===== src/rtl/register_writeback_if.sv =====
// Write-back request and memory-return signals between the pipeline and the register bank.
// master drives requests and load data; slave is the register write side.
interface register_writeback_if;
    logic        wb_valid;
    logic        wb_ready;
    logic [4:0]  wb_reg;
    logic [15:0] wb_data;
    logic        wb_is_load;
    logic        mem_valid;
    logic [15:0] mem_data;

    modport master (
        output wb_valid,
        output wb_reg,
        output wb_data,
        output wb_is_load,
        output mem_valid,
        output mem_data,
        input  wb_ready
    );

    modport slave (
        input  wb_valid,
        input  wb_reg,
        input  wb_data,
        input  wb_is_load,
        input  mem_valid,
        input  mem_data,
        output wb_ready
    );
endinterface


===== src/rtl/register_writeback.sv =====
// Write side of the 8 x 16-bit register bank: one-cycle ALU commits, blocking loads with
// timeout, read-hazard detection against the outstanding load destination.
module register_writeback #(
    parameter int unsigned TIMEOUT = 16,
    parameter bit          R0_ZERO = 1'b1
) (
    input  logic                clock,
    input  logic                reset_n,
    register_writeback_if.slave bus,
    input  logic [4:0]          rd_sel,
    output logic [15:0]         r0,
    output logic [15:0]         r1,
    output logic [15:0]         r2,
    output logic [15:0]         r3,
    output logic [15:0]         r4,
    output logic [15:0]         r5,
    output logic [15:0]         r6,
    output logic [15:0]         r7,
    output logic                busy,
    output logic [2:0]          pending_reg,
    output logic                hazard,
    output logic                bad_reg,
    output logic                timeout,
    output logic [15:0]         wr_count
);

    typedef enum logic {StIdle, StWaitMem} state_e;

    localparam logic [7:0] LastWait = 8'(TIMEOUT - 1);

    state_e      state_q, state_d;
    logic [15:0] regs_q [8];
    logic [2:0]  pending_q, pending_d;
    logic [7:0]  wait_q, wait_d;
    logic        bad_q, bad_d;
    logic        to_q, to_d;
    logic [15:0] count_q, count_d;

    logic        accept;
    logic        we;
    logic        commit;
    logic [2:0]  waddr;
    logic [15:0] wdata;

    assign bus.wb_ready = (state_q == StIdle);
    assign accept       = bus.wb_valid && bus.wb_ready;

    always_comb begin
        state_d   = state_q;
        pending_d = pending_q;
        wait_d    = wait_q;
        bad_d     = 1'b0;
        to_d      = 1'b0;
        we        = 1'b0;
        waddr     = bus.wb_reg[2:0];
        wdata     = bus.wb_data;
        unique case (state_q)
            StIdle: begin
                if (accept) begin
                    if (bus.wb_reg > 5'd7) begin
                        bad_d = 1'b1;
                    end else if (bus.wb_is_load) begin
                        pending_d = bus.wb_reg[2:0];
                        wait_d    = 8'd0;
                        state_d   = StWaitMem;
                    end else begin
                        we = 1'b1;
                    end
                end
            end
            StWaitMem: begin
                waddr = pending_q;
                wdata = bus.mem_data;
                // Returning data takes priority over an expiring timeout.
                if (bus.mem_valid) begin
                    we        = 1'b1;
                    pending_d = 3'd0;
                    state_d   = StIdle;
                end else if (wait_q == LastWait) begin
                    pending_d = 3'd0;
                    wait_d    = 8'd0;
                    to_d      = 1'b1;
                    state_d   = StIdle;
                end else begin
                    wait_d = wait_q + 8'd1;
                end
            end
        endcase
    end

    // A write to a hardwired-zero r0 completes but neither stores nor counts.
    assign commit  = we && !(R0_ZERO && (waddr == 3'd0));
    assign count_d = commit ? count_q + 16'd1 : count_q;

    always_ff @(posedge clock or negedge reset_n) begin
        if (!reset_n) begin
            state_q   <= StIdle;
            pending_q <= 3'd0;
            wait_q    <= 8'd0;
            bad_q     <= 1'b0;
            to_q      <= 1'b0;
            count_q   <= 16'd0;
        end else begin
            state_q   <= state_d;
            pending_q <= pending_d;
            wait_q    <= wait_d;
            bad_q     <= bad_d;
            to_q      <= to_d;
            count_q   <= count_d;
        end
    end

    always_ff @(posedge clock or negedge reset_n) begin
        if (!reset_n) begin
            for (int i = 0; i < 8; i++) begin
                regs_q[i] <= 16'd0;
            end
        end else if (commit) begin
            regs_q[waddr] <= wdata;
        end
    end

    assign r0 = regs_q[0];
    assign r1 = regs_q[1];
    assign r2 = regs_q[2];
    assign r3 = regs_q[3];
    assign r4 = regs_q[4];
    assign r5 = regs_q[5];
    assign r6 = regs_q[6];
    assign r7 = regs_q[7];

    assign busy        = (state_q == StWaitMem);
    assign pending_reg = pending_q;
    assign hazard      = busy && (rd_sel <= 5'd7) && (rd_sel[2:0] == pending_q);
    assign bad_reg     = bad_q;
    assign timeout     = to_q;
    assign wr_count    = count_q;

endmodule


===== src/flat_wrapper.sv =====
// flat-port wrapper written by rule: the top's interface ports become plain ports
module register_writeback_flat 
#(
    parameter int unsigned TIMEOUT = 16,
    parameter bit          R0_ZERO = 1'b1
)
  (clock, reset_n, rd_sel, r0, r1, r2, r3, r4, r5, r6, r7, busy, pending_reg, hazard, bad_reg, timeout, wr_count, bus_wb_valid, bus_wb_reg, bus_wb_data, bus_wb_is_load, bus_mem_valid, bus_mem_data, bus_wb_ready);
  register_writeback_if bus_i ();
  input  logic clock;
  input  logic reset_n;
  input  logic [4:0] rd_sel;
  output logic [15:0] r0;
  output logic [15:0] r1;
  output logic [15:0] r2;
  output logic [15:0] r3;
  output logic [15:0] r4;
  output logic [15:0] r5;
  output logic [15:0] r6;
  output logic [15:0] r7;
  output logic busy;
  output logic [2:0] pending_reg;
  output logic hazard;
  output logic bad_reg;
  output logic timeout;
  output logic [15:0] wr_count;
  input wire logic [$bits(bus_i.wb_valid)-1:0] bus_wb_valid;
  input wire logic [$bits(bus_i.wb_reg)-1:0] bus_wb_reg;
  input wire logic [$bits(bus_i.wb_data)-1:0] bus_wb_data;
  input wire logic [$bits(bus_i.wb_is_load)-1:0] bus_wb_is_load;
  input wire logic [$bits(bus_i.mem_valid)-1:0] bus_mem_valid;
  input wire logic [$bits(bus_i.mem_data)-1:0] bus_mem_data;
  output wire logic [$bits(bus_i.wb_ready)-1:0] bus_wb_ready;
  assign bus_i.wb_valid = bus_wb_valid;
  assign bus_i.wb_reg = bus_wb_reg;
  assign bus_i.wb_data = bus_wb_data;
  assign bus_i.wb_is_load = bus_wb_is_load;
  assign bus_i.mem_valid = bus_mem_valid;
  assign bus_i.mem_data = bus_mem_data;
  assign bus_wb_ready = bus_i.wb_ready;
  register_writeback #(.TIMEOUT(TIMEOUT), .R0_ZERO(R0_ZERO)) u_core (.clock(clock), .reset_n(reset_n), .bus(bus_i), .rd_sel(rd_sel), .r0(r0), .r1(r1), .r2(r2), .r3(r3), .r4(r4), .r5(r5), .r6(r6), .r7(r7), .busy(busy), .pending_reg(pending_reg), .hazard(hazard), .bad_reg(bad_reg), .timeout(timeout), .wr_count(wr_count));
endmodule

===== config.mk =====
export PLATFORM = sky130hd
export DESIGN_NAME = register_writeback_flat
export DESIGN_NICKNAME = d
export VERILOG_FILES = /design/src/rtl/register_writeback_if.sv /design/src/rtl/register_writeback.sv /design/src/flat_wrapper.sv
export SDC_FILE = /design/constraint.sdc
export NUM_CORES = 1
export LEC_CHECK = 0
export ABC_CLOCK_PERIOD_IN_PS = 2500
export BUFFER_PORTS_ARGS = -buffer_cell sky130_fd_sc_hd__buf_2
export CAP_MARGIN = 10
export CORE_AREA = 2 2 118 120
export DETAILED_ROUTE_END_ITERATION = 10
export DIE_AREA = 0 0 120 122
export GPL_ROUTABILITY_DRIVEN = 0
export PLACE_DENSITY = 0.9
export SLEW_MARGIN = 20
export SYNTH_ARGS = -nofsm -noshare
export SYNTH_HDL_FRONTEND = slang
export SYNTH_SLANG_ARGS = --single-unit

===== constraint.sdc =====
create_clock -name clock -period 2.5 [get_ports clock]
set_input_delay 0.25 -clock clock [delete_from_list [all_inputs] [get_ports clock]]
set_output_delay 0.25 -clock clock [all_outputs]
set_load 0.05 [all_outputs]

==> impl_metrics.tcl <==
set metrics [dict create \
    clk_pin_slew_ns 0.06 \
    grtUsageTotal_pct 23.0 \
    synth_top_family_by_area "multiplexers" \
    power_density_mw_per_mm2 1130 \
    p_switching_w 0.00406 \
    cellLeakagePower_nw 4.39 \
    max_freq_mhz 433 \
    clkPwrFrac_pct 26.7 \
    cts.sinks 158 \
    fp.dieW_um 120 \
    synth_compound_area_share_pct 2.89 \
    grt_pass1_vias 4730 \
    synth.area.top_cells "dfrtp_1 (58%), mux2_2 (11%), mux2_4 (11%), xnor2_1 (2.3%), mux2_1 (2.1%)" \
    drt-total-wl_um 16600 \
    drive_gt1_share_pct 57.0 \
    fin_crit_ns 2.31 \
    io_buffer_count 198 \
    ys_seq_elements 158 \
    start_util_pct 50.6 \
    critPathKind "reg2out" \
    grt_setup_unrepaired "no" \
    period_share_pct 92.3 \
    num_rows 43 \
    maxSlewViolCount 0 \
    vias 4592 \
    grt_antenna_before_repair 0 \
    cts_buffers 17 \
    fin_util_pct 63.6 \
    wl_per_cell_um 19.5 \
    min_path_type "in2reg" \
    critPathLaunchType "flip-flop" \
    synth.most_common_cell "dfrtp_1" \
    drv_cap 0 \
    worst_ep_arrival_time_ns 2.06 \
    yosys.area_share.simple_pct 7.54 \
    grt_overflow_total 0 \
    synthCells 458 \
    worst_pin_slew_ns 0.502 \
    grt_pass1_wl_um 25500 \
    drtPass1Iterations 4 \
    synthAdderAreaFrac_pct 0.366 \
    synth_edf_count 0 \
    synthToLayoutAreaGrowth_pct 25.6 \
    synth_cell_types 50 \
    die_h_um 122 \
    pwr-share-seq_pct 36.4 \
    clk_latency_ns 0.43 \
    combPwrFrac_pct 36.9 \
    core_region_area_mm2 0.0135 \
    grt_max_degree 73 \
    whs_ns 0.159 \
    slew_headroom_pct 65.5 \
    ys_top_cells_by_count "dfrtp_1 (158), mux2_2 (68), mux2_4 (50)" \
    yosys.area.top_type "dfrtp_1" \
    drcViolationCount 0 \
    antenna_left 0 \
    p_int_w 0.00564 \
    switching_share_pct 41.8 \
    synth_area_mm2 0.00684 \
    ys_seq_area_share_pct 57.8 \
    synth_xor_area_share_pct 2.69 \
    timing.setup.tns_ns 0 \
    cts_buffer_depth 2 \
    yosys_warnings 0 \
    avgViaCountPerCell 5.41 \
    max-vdd-ir-drop_mv 0.730 \
    clock_tree.root_cell "clkbuf_16" \
    die_area_mm2 0.0146 \
    cts_tree "done" \
    io_pins 199 \
    syn_avg_cell_area_um2 14.9 \
    worstPathRequired_ns 2.25 \
    synth_top_area_share_pct 57.8 \
    cp-end-kind "output pin" \
    antenna-diode-count 0 \
    hpwl_um 11600 \
    setup_viol 0 \
    crit_fanout 16 \
    drt-initial-drc-count 266 \
    syn_nets 507 \
    async_flop_share_pct 100 \
    htreeDepth 4 \
    skew_ns 0.00607 \
    synth_mux_area_share_pct 25.1 \
    outcome "finished clean" \
    nets 705 \
    finalHoldViolations 0 \
    ys.flop_type "dfrtp_1" \
]
logic make-up after synthesis:
| logic type | Yosys count |
|---|---|
| AO/OA/AOI/OAI | 27 |
| XOR/XNOR | 21 |
| adder cells (fa/ha/maj) | 2 |
| buffers and inverters | 38 |
| flip-flops | 158 |
| multiplexers | 136 |
| AND/OR/NAND/NOR | 76 |
through the flow:
step,instance area (µm²),setup slack (ns),power [W],instances
floorplan,6850,0.121,0.00620,458
global placement,7970,0.430,0.00702,815
detailed placement,7970,0.277,0.00714,815
CTS,8580,0.0774,0.00974,848
global route,8590,0.104,0.0101,849
finish,8590,0.193,0.00970,849
path summary, 6_finish.rpt:
path                                      endpoint         start  slack [ns]  cells past startpoint
max in group asynchronous       u_core.wr_count[1]       reset_n        1.33                      3
worst max-delay path                        hazard   u_core.busy        0.19                      4
worst min register to register        u_core.r0[5]  u_core.r0[5]        0.37                      0
worst max register to register       u_core.r1[10]   u_core.busy        0.38                      6
min in group asynchronous             u_core.r0[9]       reset_n        0.37                      2
worst min-delay path                u_core.bad_reg  bus_wb_valid        0.16                      2
final cells by class:
| cell class | instances | area, µm² |
|---|---|---|
| multi-input cells | 262 | 2650 |
| flip-flops and latches | 158 | 3960 |
| clock buffers | 21 | 460 |
| well taps | 180 | 225 |
| clock inverters | 11 | 131 |
| fillers | 1012 | 4920 |
| repair buffers | 213 | 1150 |
| inverters | 4 | 15.0 |
cell usage in the layout (no fill, tap or decap), types with 3 or more instances in the layout:
master	n
xor2_1	3
and3_1	4
nand3_1	13
nor2_4	3
xnor2_1	18
buf_12	3
nor3_4	4
mux2_1	13
mux2_2	68
dfrtp_1	157
nand2_1	13
clkbuf_16	17
nand4_1	8
buf_4	11
o21ai_0	10
nor2_1	6
nor3_1	5
mux2i_1	5
buf_2	197
a21oi_1	3
inv_6	4
mux2_4	50
clkinvlp_4	3
inv_1	3
critical path, cell delays in order, from the launching register on:
cell     delay, ns
dfrtp_4       0.55
inv_2         0.09
or4_1         0.59
nor3_4        0.13
buf_2         0.28
routing by layer:
layer | GRT usage (%) | wire (µm)
met4 | 9.04 | 276
met5 | 0 | 0
met1 | 29.1 | 6910
met3 | 5.99 | 956
met2 | 38.1 | 8450
power by group through the flow:
stage / Combinational [W] / Sequential [W] / Clock (W)
2_1_floorplan: 0.000826 / 0.00537 / 0
3_3_place_gp: 0.00351 / 0.00351 / 0
3_5_place_dp: 0.00358 / 0.00356 / 0
4_1_cts: 0.00359 / 0.00353 / 0.00261
5_1_grt: 0.00372 / 0.00360 / 0.00276
6_report: 0.00358 / 0.00353 / 0.00259
timing repair:
item,in CTS,in global routing
setup buffers,0,1
endpoints found under the setup margin,1,1
endpoints found under the hold margin,55,0
resized for setup,1,0
hold buffers,1,0
Note: power is estimated with default switching activity, not from simulation.
